`config.mk`:
```
export PLATFORM = sky130hd
export DESIGN_NAME = pcs_loopback_elastic
export DESIGN_NICKNAME = d
export VERILOG_FILES = /design/src/rtl/pcs_loopback_elastic.sv
export SDC_FILE = /design/constraint.sdc
export NUM_CORES = 1
export LEC_CHECK = 0
export CAP_MARGIN = 20
export CORE_MARGIN = 4
export CORE_UTILIZATION = 59
export DETAILED_ROUTE_END_ITERATION = 8
export DONT_BUFFER_PORTS = 1
export GPL_TIMING_DRIVEN = 0
export PLACE_DENSITY = 0.85
export RECOVER_POWER = 25
export SLEW_MARGIN = 20
export SYNTH_ARGS = -nofsm -noshare
export SYNTH_HDL_FRONTEND = slang
export SYNTH_SLANG_ARGS = --single-unit
```
`constraint.sdc`:
```
create_clock -name tx_par_clk -period 11.4 [get_ports tx_par_clk]
set_input_delay 0 -clock tx_par_clk [delete_from_list [all_inputs] [get_ports tx_par_clk]]
set_output_delay 0 -clock tx_par_clk [all_outputs]
set_load 0.01 [all_outputs]
```
`src/rtl/pcs_loopback_elastic.sv`:
```
// Elastic loopback FIFO between pcs_rx and pcs_tx in the tx_par_clk domain.
// Drops inter-frame idles when nearly full and inserts idles (or an error word mid-frame) when empty.
module pcs_loopback_elastic #(
    parameter int IS_10G = 1,
    parameter int DATA_W = 64,
    parameter int DEPTH  = 8,
    parameter int HI_WM  = DEPTH - 2,
    parameter int CNT_W  = 16,
    localparam int LANE0_CNT_N = (IS_10G != 0) ? 2 : 1,
    localparam int KEEP_W      = DATA_W / 8,
    localparam int FILL_W      = $clog2(DEPTH) + 1
) (
    input  logic                   tx_par_clk,
    input  logic                   nreset,
    input  logic                   rx_valid_i,
    input  logic                   rx_ctrl_i,
    input  logic                   rx_idle_i,
    input  logic [LANE0_CNT_N-1:0] rx_start_i,
    input  logic                   rx_term_i,
    input  logic                   rx_err_i,
    input  logic [DATA_W-1:0]      rx_data_i,
    input  logic [KEEP_W-1:0]      rx_keep_i,
    input  logic                   tx_ready_i,
    output logic                   tx_nreset_o,
    output logic                   tx_ctrl_o,
    output logic                   tx_idle_o,
    output logic                   tx_term_o,
    output logic                   tx_err_o,
    output logic [LANE0_CNT_N-1:0] tx_start_o,
    output logic [DATA_W-1:0]      tx_data_o,
    output logic [KEEP_W-1:0]      tx_keep_o,
    output logic [FILL_W-1:0]      fill_o,
    output logic [CNT_W-1:0]       ins_cnt_o,
    output logic [CNT_W-1:0]       del_cnt_o,
    output logic                   overflow_o,
    output logic                   underflow_o
);
    localparam int AW      = $clog2(DEPTH);
    localparam int ENTRY_W = 4 + LANE0_CNT_N + KEEP_W + DATA_W;
    localparam int ERR_B   = DATA_W + KEEP_W;
    localparam int TERM_B  = ERR_B + 1;
    localparam int START_B = TERM_B + 1;
    localparam int IDLE_B  = ENTRY_W - 2;
    localparam logic [ENTRY_W-1:0] CTRL_ONLY = {1'b1, {(ENTRY_W-1){1'b0}}};
    localparam logic [ENTRY_W-1:0] IDLE_WORD = CTRL_ONLY | (ENTRY_W'(1) << IDLE_B);
    localparam logic [ENTRY_W-1:0] ERR_WORD  = CTRL_ONLY | (ENTRY_W'(1) << ERR_B);

    logic [ENTRY_W-1:0] mem [DEPTH];
    logic [AW-1:0]      wr_ptr_reg;
    logic [AW-1:0]      rd_ptr_reg;
    logic [FILL_W-1:0]  fill_reg;
    logic [FILL_W-1:0]  fill_next;
    logic               wr_in_frame_reg;
    logic               rd_in_frame_reg;
    logic [1:0]         nreset_pipe_reg;
    logic [ENTRY_W-1:0] out_reg;
    logic [CNT_W-1:0]   ins_cnt_reg;
    logic [CNT_W-1:0]   del_cnt_reg;
    logic               overflow_reg;
    logic               underflow_reg;

    logic [ENTRY_W-1:0] rx_entry;
    logic [ENTRY_W-1:0] head;
    logic               empty;
    logic               full;
    logic               rd_en;
    logic               rx_deletable;
    logic               del_en;
    logic               ovf_drop;
    logic               wr_en;

    assign rx_entry = {rx_ctrl_i, rx_idle_i, rx_start_i, rx_term_i, rx_err_i, rx_keep_i, rx_data_i};

    always_comb begin
        head         = mem[rd_ptr_reg];
        empty        = (fill_reg == '0);
        full         = (fill_reg == FILL_W'(DEPTH));
        rd_en        = tx_ready_i && !empty;
        rx_deletable = rx_ctrl_i && rx_idle_i && !(|rx_start_i) && !rx_term_i && !rx_err_i;
        del_en       = rx_valid_i && rx_deletable && !wr_in_frame_reg
                       && (fill_reg >= FILL_W'(HI_WM));
        // A concurrent pop frees the slot, so a full FIFO still accepts when reading.
        ovf_drop     = rx_valid_i && !del_en && full && !rd_en;
        wr_en        = rx_valid_i && !del_en && !ovf_drop;
        fill_next    = fill_reg + FILL_W'(wr_en) - FILL_W'(rd_en);
    end

    always_ff @(posedge tx_par_clk) begin
        if (wr_en) begin
            mem[wr_ptr_reg] <= rx_entry;
        end
    end

    always_ff @(posedge tx_par_clk) begin
        if (!nreset) begin
            nreset_pipe_reg <= 2'b00;
            wr_ptr_reg      <= '0;
            rd_ptr_reg      <= '0;
            fill_reg        <= '0;
            wr_in_frame_reg <= 1'b0;
            rd_in_frame_reg <= 1'b0;
            out_reg         <= IDLE_WORD;
            ins_cnt_reg     <= '0;
            del_cnt_reg     <= '0;
            overflow_reg    <= 1'b0;
            underflow_reg   <= 1'b0;
        end else begin
            nreset_pipe_reg <= {nreset_pipe_reg[0], 1'b1};
            fill_reg        <= fill_next;
            if (wr_en) begin
                wr_ptr_reg <= wr_ptr_reg + AW'(1);
                if (rx_term_i) begin
                    wr_in_frame_reg <= 1'b0;
                end else if (|rx_start_i) begin
                    wr_in_frame_reg <= 1'b1;
                end
            end
            if (del_en && (del_cnt_reg != '1)) begin
                del_cnt_reg <= del_cnt_reg + CNT_W'(1);
            end
            if (ovf_drop && !rx_deletable) begin
                overflow_reg <= 1'b1;
            end
            if (tx_ready_i) begin
                if (rd_en) begin
                    out_reg    <= head;
                    rd_ptr_reg <= rd_ptr_reg + AW'(1);
                    if (head[TERM_B]) begin
                        rd_in_frame_reg <= 1'b0;
                    end else if (|head[START_B +: LANE0_CNT_N]) begin
                        rd_in_frame_reg <= 1'b1;
                    end
                end else if (rd_in_frame_reg) begin
                    // Running dry mid-frame: poison the frame rather than pad it with idles.
                    out_reg         <= ERR_WORD;
                    underflow_reg   <= 1'b1;
                    rd_in_frame_reg <= 1'b0;
                end else begin
                    out_reg <= IDLE_WORD;
                    if (ins_cnt_reg != '1) begin
                        ins_cnt_reg <= ins_cnt_reg + CNT_W'(1);
                    end
                end
            end
        end
    end

    assign {tx_ctrl_o, tx_idle_o, tx_start_o, tx_term_o, tx_err_o, tx_keep_o, tx_data_o} = out_reg;
    assign tx_nreset_o = nreset_pipe_reg[1];
    assign fill_o      = fill_reg;
    assign ins_cnt_o   = ins_cnt_reg;
    assign del_cnt_o   = del_cnt_reg;
    assign overflow_o  = overflow_reg;
    assign underflow_o = underflow_reg;
endmodule

```
* Word level (Yosys, flattened, before mapping)
Memory sizes are Yosys's and may differ from the RTL's. A register that Yosys moved wholly into a read port is not among the register bits.
Cells that the tools add are included.
** Cells by class
- Shift operators :: 0
- $lt $le $gt $ge :: 1
- Add/subtract/negate cells :: 6
- Multiplexer cells :: 12
- Div/mod/pow operators :: 0
- Bitwise gates (word level) :: 2
- Equality and inequality tests :: 4
- Multiply operators :: 0
- Reductions and logical operators :: 32
** Operator list (number)
- 78-bit 2-to-1 mux :: 1
- 77-bit 2-to-1 mux :: 1
- 16-bit by 1-bit adder with 16-bit output, second input constant :: 2
- 16-bit inequality test, second input constant :: 2
- 1-bit logical AND :: 14
- 1-bit logical NOT :: 9
- 1-bit 2-to-1 mux :: 8
- 3-bit by 1-bit adder with 3-bit output, second input constant :: 2
- 3-bit 2-to-1 mux :: 2
- 2-bit AND reduction :: 3
- 4-bit by 1-bit adder with 4-bit output :: 1
- 4-bit equality test, second input constant :: 1
- 4-bit by 3-bit greater-or-equal comparator with 1-bit output, second input constant :: 1
- 4-bit logical NOT :: 1
- 4-bit AND reduction :: 1
- 2-bit OR reduction :: 2
- 4-bit by 1-bit subtractor with 4-bit output :: 1
- 3-bit by 2-bit inequality test with 1-bit output, second input constant :: 1
- 3-bit AND reduction :: 1
- 1-bit NOT :: 2
- 2-bit nonzero test :: 1
** Storage, ports and cells
- Bits in read-only memories :: 0
- Flip-flop bits (word level) :: 126
- RAM bits :: 624
- Memories :: 1
- Logic and storage cells :: 70
- Output and inout port bits :: 117
- Bits in latches :: 0
** Memory list
- mem :: depth 8, width 78, rd ports 1, clocked after Yosys merged registers in 1, write ports 1, line 48 : logic [ENTRY_W-1:0] mem [DEPTH];

* Depth between registers and ports, before layout
Gate-level depths: netlist (run 1).
- Depth after elaboration :: 16
- Depth in mapped cells :: 13
- Depth with buffers taken out :: 11

* Worst setup path before layout (run 1)
OpenSTA, ideal clock, no wires.
- Kind :: register to register
- Start :: register fill_reg[3] (netlist: fill_o[3])
- End :: memory mem[0][0] (netlist name) (enable)
- Data arrival time :: 8.848 ns
- Required time :: 10.694 ns
- Cell stages (with the launch flop) :: 9
- Period minus slack after synthesis :: 9.554 ns
- Path buffers :: 2
- Slack :: 1.846 ns
- Cells stage by stage :: dfxtp_1 -> inv_1 -> ha_1 -> a21oi_1 -> or4_4 -> buf_6 -> clkbuf_1 -> nand2_1 -> nor4_1
** On the way
- Cells in the longest elaborated chain, start to end :: 10
** Ends and longest elaborated chain
- start, declared :: line 51 : logic [FILL_W-1:0] fill_reg;
- start signal, assigned :: line 109 : fill_reg <= fill_next;
- 4-bit by 3-bit greater-or-equal comparator with 1-bit output :: line 81 : && (fill_reg >= FILL_W'(HI_WM));
- 1-bit logical AND :: line 81
- 1-bit logical NOT :: line 83, 84
- 1-bit logical AND :: line 83, 84
- 1-bit logical AND (2 in a row) :: line 83 : ovf_drop = rx_valid_i && !del_en && full && !rd_en;
- 1-bit logical NOT :: line 84 : wr_en = rx_valid_i && !del_en && !ovf_drop;
- 1-bit logical AND (*) :: line 84
- 1-bit 2-to-1 mux (*) :: line 89 : if (wr_en) begin
- 1-bit 2-to-1 mux (not written as such) (*) :: line 90 : mem[wr_ptr_reg] <= rx_entry;
- end, declared :: line 48
Mark *: on every way between the ends. The rest lies on a longest branch, timed or not.

* Final worst setup path (run 1)
- Start :: register fill_reg[3] (netlist: fill_o[3])
- End :: memory mem[2][53] (netlist name) (enable)
Same word-level chain as after synthesis.

==> results of run 1 <==
-- worst paths after layout --
kind,slack (ps),from,endpoint,cells past startpoint
setup / recovery,7360,fill_o[3],mem[2][53],12
hold reg to reg,440,nreset_pipe_reg[0],nreset_pipe_reg[1],1
setup reg to reg,7360,fill_o[3],mem[2][53],12
hold / removal,90,nreset,out_reg[1],2
-- cells in the mapped netlist, types with 15 or more instances --
cell type and number:
nand3_1 16, buf_1 15, nor2_1 18, o21ai_0 83
nand2b_1 19, edfxtp_1 624, mux2i_1 88, dfxtp_1 129
clkbuf_1 48, a21oi_1 24, mux4_2 156, nand2_1 102
-- cells by family (layout without fill, tap and decap cells) --
group / Yosys count / after routing / synth area share [%]
buffers and inverters: 82 / 379 / 1.167
multiplexers: 247 / 247 / 15.71
other: 0 / 1 / 0
adder cells (fa/ha/maj): 11 / 11 / 0.5148
flip-flops: 753 / 753 / 75.63
AO/OA/AOI/OAI: 144 / 144 / 2.982
AND/OR/NAND/NOR: 220 / 220 / 3.879
XOR/XNOR: 4 / 4 / 0.1243
-- layout make-up --
class,instances,share of cell area (%)
Multi-Input combinational cell,626,19.96
Clock buffer,99,6.285
Clock inverter,37,1.107
Tap cell,607,2.294
Inverter,12,0.1361
Sequential cell,753,64.40
Antenna cell,1,0.007559
Buffer,70,0.8617
Timing Repair Buffer,161,4.947
-- power by group through the flow --
| stage | combinational (W) | sequential [W] | clock, W |
|---|---|---|---|
| floorplan | 0.000797 | 0.00337 | 0 |
| finish | 0.00116 | 0.00334 | 0.00244 |
| global route | 0.00125 | 0.00336 | 0.00261 |
| detailed placement | 0.00111 | 0.00340 | 0 |
| global placement | 0.00104 | 0.00344 | 0 |
| CTS | 0.00117 | 0.00334 | 0.00248 |
-- per-layer routing --
metal / wire length (um) / global-route usage (%)
met1: 24140 / 33.59
met2: 32330 / 42.28
met3: 5177 / 5.632
met4: 1555 / 7.482
met5: 48 / 0
-- through the flow --
| step | setup slack (ps) | TNS, ps |
|---|---|---|
| 6_report | 7360 | 0 |
| 5_1_grt | 7177 | 0 |
| 4_1_cts | 7371 | 0 |
| 3_5_place_dp | 7386 | 0 |
| 3_3_place_gp | -6634 | -1180660 |
| 2_1_floorplan | 1846 | 0 |
-- worst max-delay path: stages, from the launching register on --
cell      delay (ps)
dfxtp_1          460
inv_1            120
ha_1             200
a21oi_1          220
or4_4            180
buf_6            130
clkbuf_1         410
nand3_1          400
nor3_2           770
buf_6            250
buf_4            190
buf_4            200
buf_4            220
==> impl_metrics.env, run 1 <==
export IMPL_switching_power_w=0.001755
export IMPL_drt_first_pass_iters=5
export IMPL_cts_max_level=3
export IMPL_power_frac_comb_pct=16.7
export IMPL_required_ps=11700
export IMPL_worstPathArrival_ps=4340
export IMPL_swShare_pct=25.30
export IMPL_worst_hold_slack_ps=94.90
export IMPL_hold_viol_final=0
export IMPL_multiInputGateArea_um2=6608
export IMPL_drt_total_wl_um=63260
export IMPL_cts_hold_buf=81
export IMPL_outcome="completed"
export IMPL_path_class="register to register"
export IMPL_core_um2=46850
export IMPL_grt_pass1_wl_um=95380
export IMPL_synth_distinct_cells=53
export IMPL_synth_top_cell_area_share_pct=66.47
export IMPL_via_per_inst=6.291
export IMPL_peakVddDrop_mv=0.1534
export IMPL_regArea_um2=21320
export IMPL_gp_congestion=0.8415
export IMPL_design_area_um2=33110
export IMPL_num_nets_final=1791
export IMPL_yosys_warnings=0
export IMPL_holdCritPathClass="input port to register"
export IMPL_syn_inst=1461
export IMPL_dp_hpwl_um=41280
export IMPL_io_pins=199
export IMPL_cts_tree="built"
export IMPL_syn_to_final_growth_pct=17.43
export IMPL_synth_area_top_cells="edfxtp_1 66%, mux4_2 12%, dfxtp_1 9.2%"
export IMPL_placed_cell_area_um2=29820
export IMPL_grt_max_degree=22
export IMPL_grt_pass1_vias=15380
export IMPL_syn_area_per_cell_um2=19.30
export IMPL_finalCritPeriodShare_pct=35.44
export IMPL_largest_register_ffs=624
export IMPL_clkPwrFrac_pct=35.2
export IMPL_drc=0
export IMPL_die_height_um=226.6
export IMPL_post_cts_resized=0
export IMPL_root_buffer="clkbuf_16"
export IMPL_fin_total_pwr_w=0.006937
export IMPL_io_buffers=0
export IMPL_synthArstFlopShare_pct=0
export IMPL_synth_edf_count=624
export IMPL_start_util_pct=60.17
export IMPL_num_vias=14890
export IMPL_cts_setup_buffers=0
export IMPL_layout_common_cells="624 x edfxtp_1, 156 x mux4_2, 129 x dfxtp_1"
export IMPL_drtIter0Drc=1619
export IMPL_grt_remaining_overflow=0
export IMPL_die_area_um2=51350
export IMPL_syn_num_nets=1554
export IMPL_max_slew_margin_pct=28.99
export IMPL_utilization_pct=70.66
export IMPL_die_width_um=226.6
export IMPL_ant_nets=0
export IMPL_power_density_nw_per_um2=209.5
export IMPL_clk_path_buf_depth=3
export IMPL_endpoint_kind="register"
export IMPL_netlist_area_um2=28190
export IMPL_rsz0062_at_grt="false"
export IMPL_antenna_found_initial=7
export IMPL_ys_flop_type="edfxtp_1"
export IMPL_fmax_mhz=247.5
export IMPL_final_common_cell="edfxtp_1"
export IMPL_p_int_w=0.005182
export IMPL_fin_worst_skew_ps=27.19
export IMPL_synth_largest_area_cell="edfxtp_1"
export IMPL_start_kind="register"
export IMPL_drive_above_1_share_pct=21.27
export IMPL_setup_viol=0
export IMPL_rows=79
export IMPL_cts_sinks=753
export IMPL_slew_violations=0
export IMPL_tightestPinTransition_ps=1065
export IMPL_clkLatencyLatePin_ps=600
export IMPL_wl_per_cell_um=26.74
export IMPL_period_needed_ps=4040
export IMPL_p_leak_nw=10.53
export IMPL_clk_pin_slew_ps=60
export IMPL_cts_buffers=74
export IMPL_ys_seq_area_share_pct=75.63
export IMPL_dpl_cell_count=2147
export IMPL_drv_cap=0
export IMPL_grt_total_usage_pct=25.14
export IMPL_fin_cells=2366
export IMPL_p_seq_share_pct=48.1
export IMPL_nFillCells=2812
export IMPL_crit_fanout=10
export IMPL_synth_seq_cells=753
Note: power is estimated with default switching activity, not from simulation.
==> run 2, diff against run 1 <==
==> constraint.sdc (replaced) <==
create_clock -name tx_par_clk -period 4.1 [get_ports tx_par_clk]
set_input_delay 0 -clock tx_par_clk [delete_from_list [all_inputs] [get_ports tx_par_clk]]
set_output_delay 0 -clock tx_par_clk [all_outputs]
set_load 0.01 [all_outputs]
==> impl_metrics.env, run 2 (synthesis gave the netlist of run 1 again) <==
export IMPL_outcome="completed"
export IMPL_grt_total_usage_pct=25.16
export IMPL_cts_buffers=75
export IMPL_drt_first_pass_iters=5
export IMPL_reg2reg_from="fill_o[1]"
export IMPL_wl_per_cell_um=27.23
export IMPL_grtUsageMet3_pct=6.137
export IMPL_endpoint_kind="register"
export IMPL_grt_pass1_wl_um=95730
export IMPL_grt_max_degree=22
export IMPL_nFillCells=2824
export IMPL_grt_pass1_vias=15220
export IMPL_start_util_pct=60.17
export IMPL_dpl_cell_count=2122
export IMPL_via_per_inst=6.292
export IMPL_die_width_um=226.6
export IMPL_period_needed_ps=3449
export IMPL_cts_hold_buf=80
export IMPL_setup_tns_ps=0
export IMPL_grt_remaining_overflow=0
export IMPL_die_area_um2=51350
export IMPL_crit_path_frequent_cell="buf_8"
export IMPL_cts_max_level=3
export IMPL_largest_register_ffs=624
export IMPL_peakVddDrop_mv=0.4274
export IMPL_ant_nets=0
export IMPL_fin_cells=2348
export IMPL_crit_path_start="fill_o[1]"
export IMPL_final_common_cell="edfxtp_1"
export IMPL_design_area_um2=33260
export IMPL_gp_congestion=0.8516
export IMPL_drtIter0Drc=1323
export IMPL_cts_tree="built"
export IMPL_tightestPinTransition_ps=1083
export IMPL_rows=79
export IMPL_syn_to_final_growth_pct=17.96
export IMPL_use_met2_pct=41.71
export IMPL_holdCritPathClass="input port to register"
export IMPL_power_density_nw_per_um2=577.5
export IMPL_path_cells="nor2_1 -> a31oi_4 -> nand3_1 -> nor3_4 -> buf_8 -> buf_8 -> buf_8 -> buf_16 -> buf_16"
export IMPL_clk_pin_slew_ps=60
export IMPL_hold_viol_final=0
export IMPL_utilization_pct=70.98
export IMPL_drive_above_1_share_pct=20.59
export IMPL_cts_setup_buffers=0
export IMPL_post_cts_resized=0
export IMPL_clk_path_buf_depth=3
export IMPL_slowest_stage="nor3_4"
export IMPL_busiest_layer="met2"
export IMPL_drt_total_wl_um=63930
export IMPL_worstPathArrival_ps=3750
export IMPL_num_vias=14770
export IMPL_io_buffers=0
export IMPL_setup_viol=0
export IMPL_rsz0062_at_grt="false"
export IMPL_crit_fanout=12
export IMPL_cts_sinks=753
export IMPL_layout_common_cells="624 x edfxtp_1, 156 x mux4_2, 127 x dfxtp_1"
export IMPL_drv_cap=0
export IMPL_root_buffer="clkbuf_16"
export IMPL_cp_slowest_stage_delay_ps=660
export IMPL_fin_worst_skew_ps=13.69
export IMPL_clkLatencyLatePin_ps=600
export IMPL_slew_violations=0
export IMPL_dp_hpwl_um=41090
export IMPL_start_kind="register"
export IMPL_antenna_found_initial=10
export IMPL_placed_cell_area_um2=30000
export IMPL_io_pins=199
export IMPL_drc=0
export IMPL_die_height_um=226.6
export IMPL_max_slew_margin_pct=27.13
export IMPL_p_leak_nw=10.45
export IMPL_required_ps=4400
export IMPL_worstHoldStart="tx_ready_i"
export IMPL_fmax_mhz=290.0
export IMPL_grt_met1_usage_pct=33.67
export IMPL_finalCritPeriodShare_pct=84.12
export IMPL_path_class="register to register"
export IMPL_num_nets_final=1767
export IMPL_core_um2=46850
==> run 2: worst paths after layout <==
check,slack [ps],cells past startpoint,endpoint
hold reg to reg,450,1,nreset_pipe_reg[1]
setup reg to reg,650,9,mem[2][7]
hold / removal,50,4,rd_ptr_reg[2]
setup / recovery,650,9,mem[2][7]
==> run 2: cell type report <==
type / count / area (um2) / area share [%]
tap: 607 / 759.5 / 2.284
multi-input combinational: 626 / 6691 / 20.12
timing repair buffer: 136 / 1695 / 5.098
buffer: 70 / 306.5 / 0.9218
antenna: 7 / 17.52 / 0.05267
clock inverter: 37 / 324.1 / 0.9745
clock buffer: 100 / 2086 / 6.272
inverter: 12 / 47.55 / 0.1430
sequential: 753 / 21330 / 64.13
==> run 2: worst max-delay path: cells and delay by family, from the launching register on <==
family                 cells  cell delay (ps)
and+or+nand+nor            3             1250
AOI/OAI and AO/OA          1              360
DFF                        1              610
buffers and inverters      5              920
==> run 2: power by group <==
part / internal (W) / switching [W] / total, W
registers: 0.00887 / 0.000438 / 0.00931
logic: 0.00157 / 0.00168 / 0.00325
clock network: 0.00390 / 0.00275 / 0.00665
total: 0.0143 / 0.00487 / 0.0192
==> run 2: per-layer routing <==
layer	share of wire, %	routed length, um	vias to the layer above
met5	0.044	28	-
met4	2.4	1528	6
met3	8.2	5251	98
met2	51	32350	610
met1	39	24770	7692
li1	-	-	6367
==> run 2: per-stage QoR <==
stage / hold WS, ps / setup WS [ps] / power (W)
after global placement: 28.38 / -4415 / 0.01238
final: 49.04 / 651.2 / 0.01921
after global routing: 85.36 / 428.8 / 0.02000
after CTS: 17.49 / 598.1 / 0.01934
after detailed placement: 28.58 / 602.2 / 0.01256
after floorplan: 27.72 / -937.6 / 0.01160
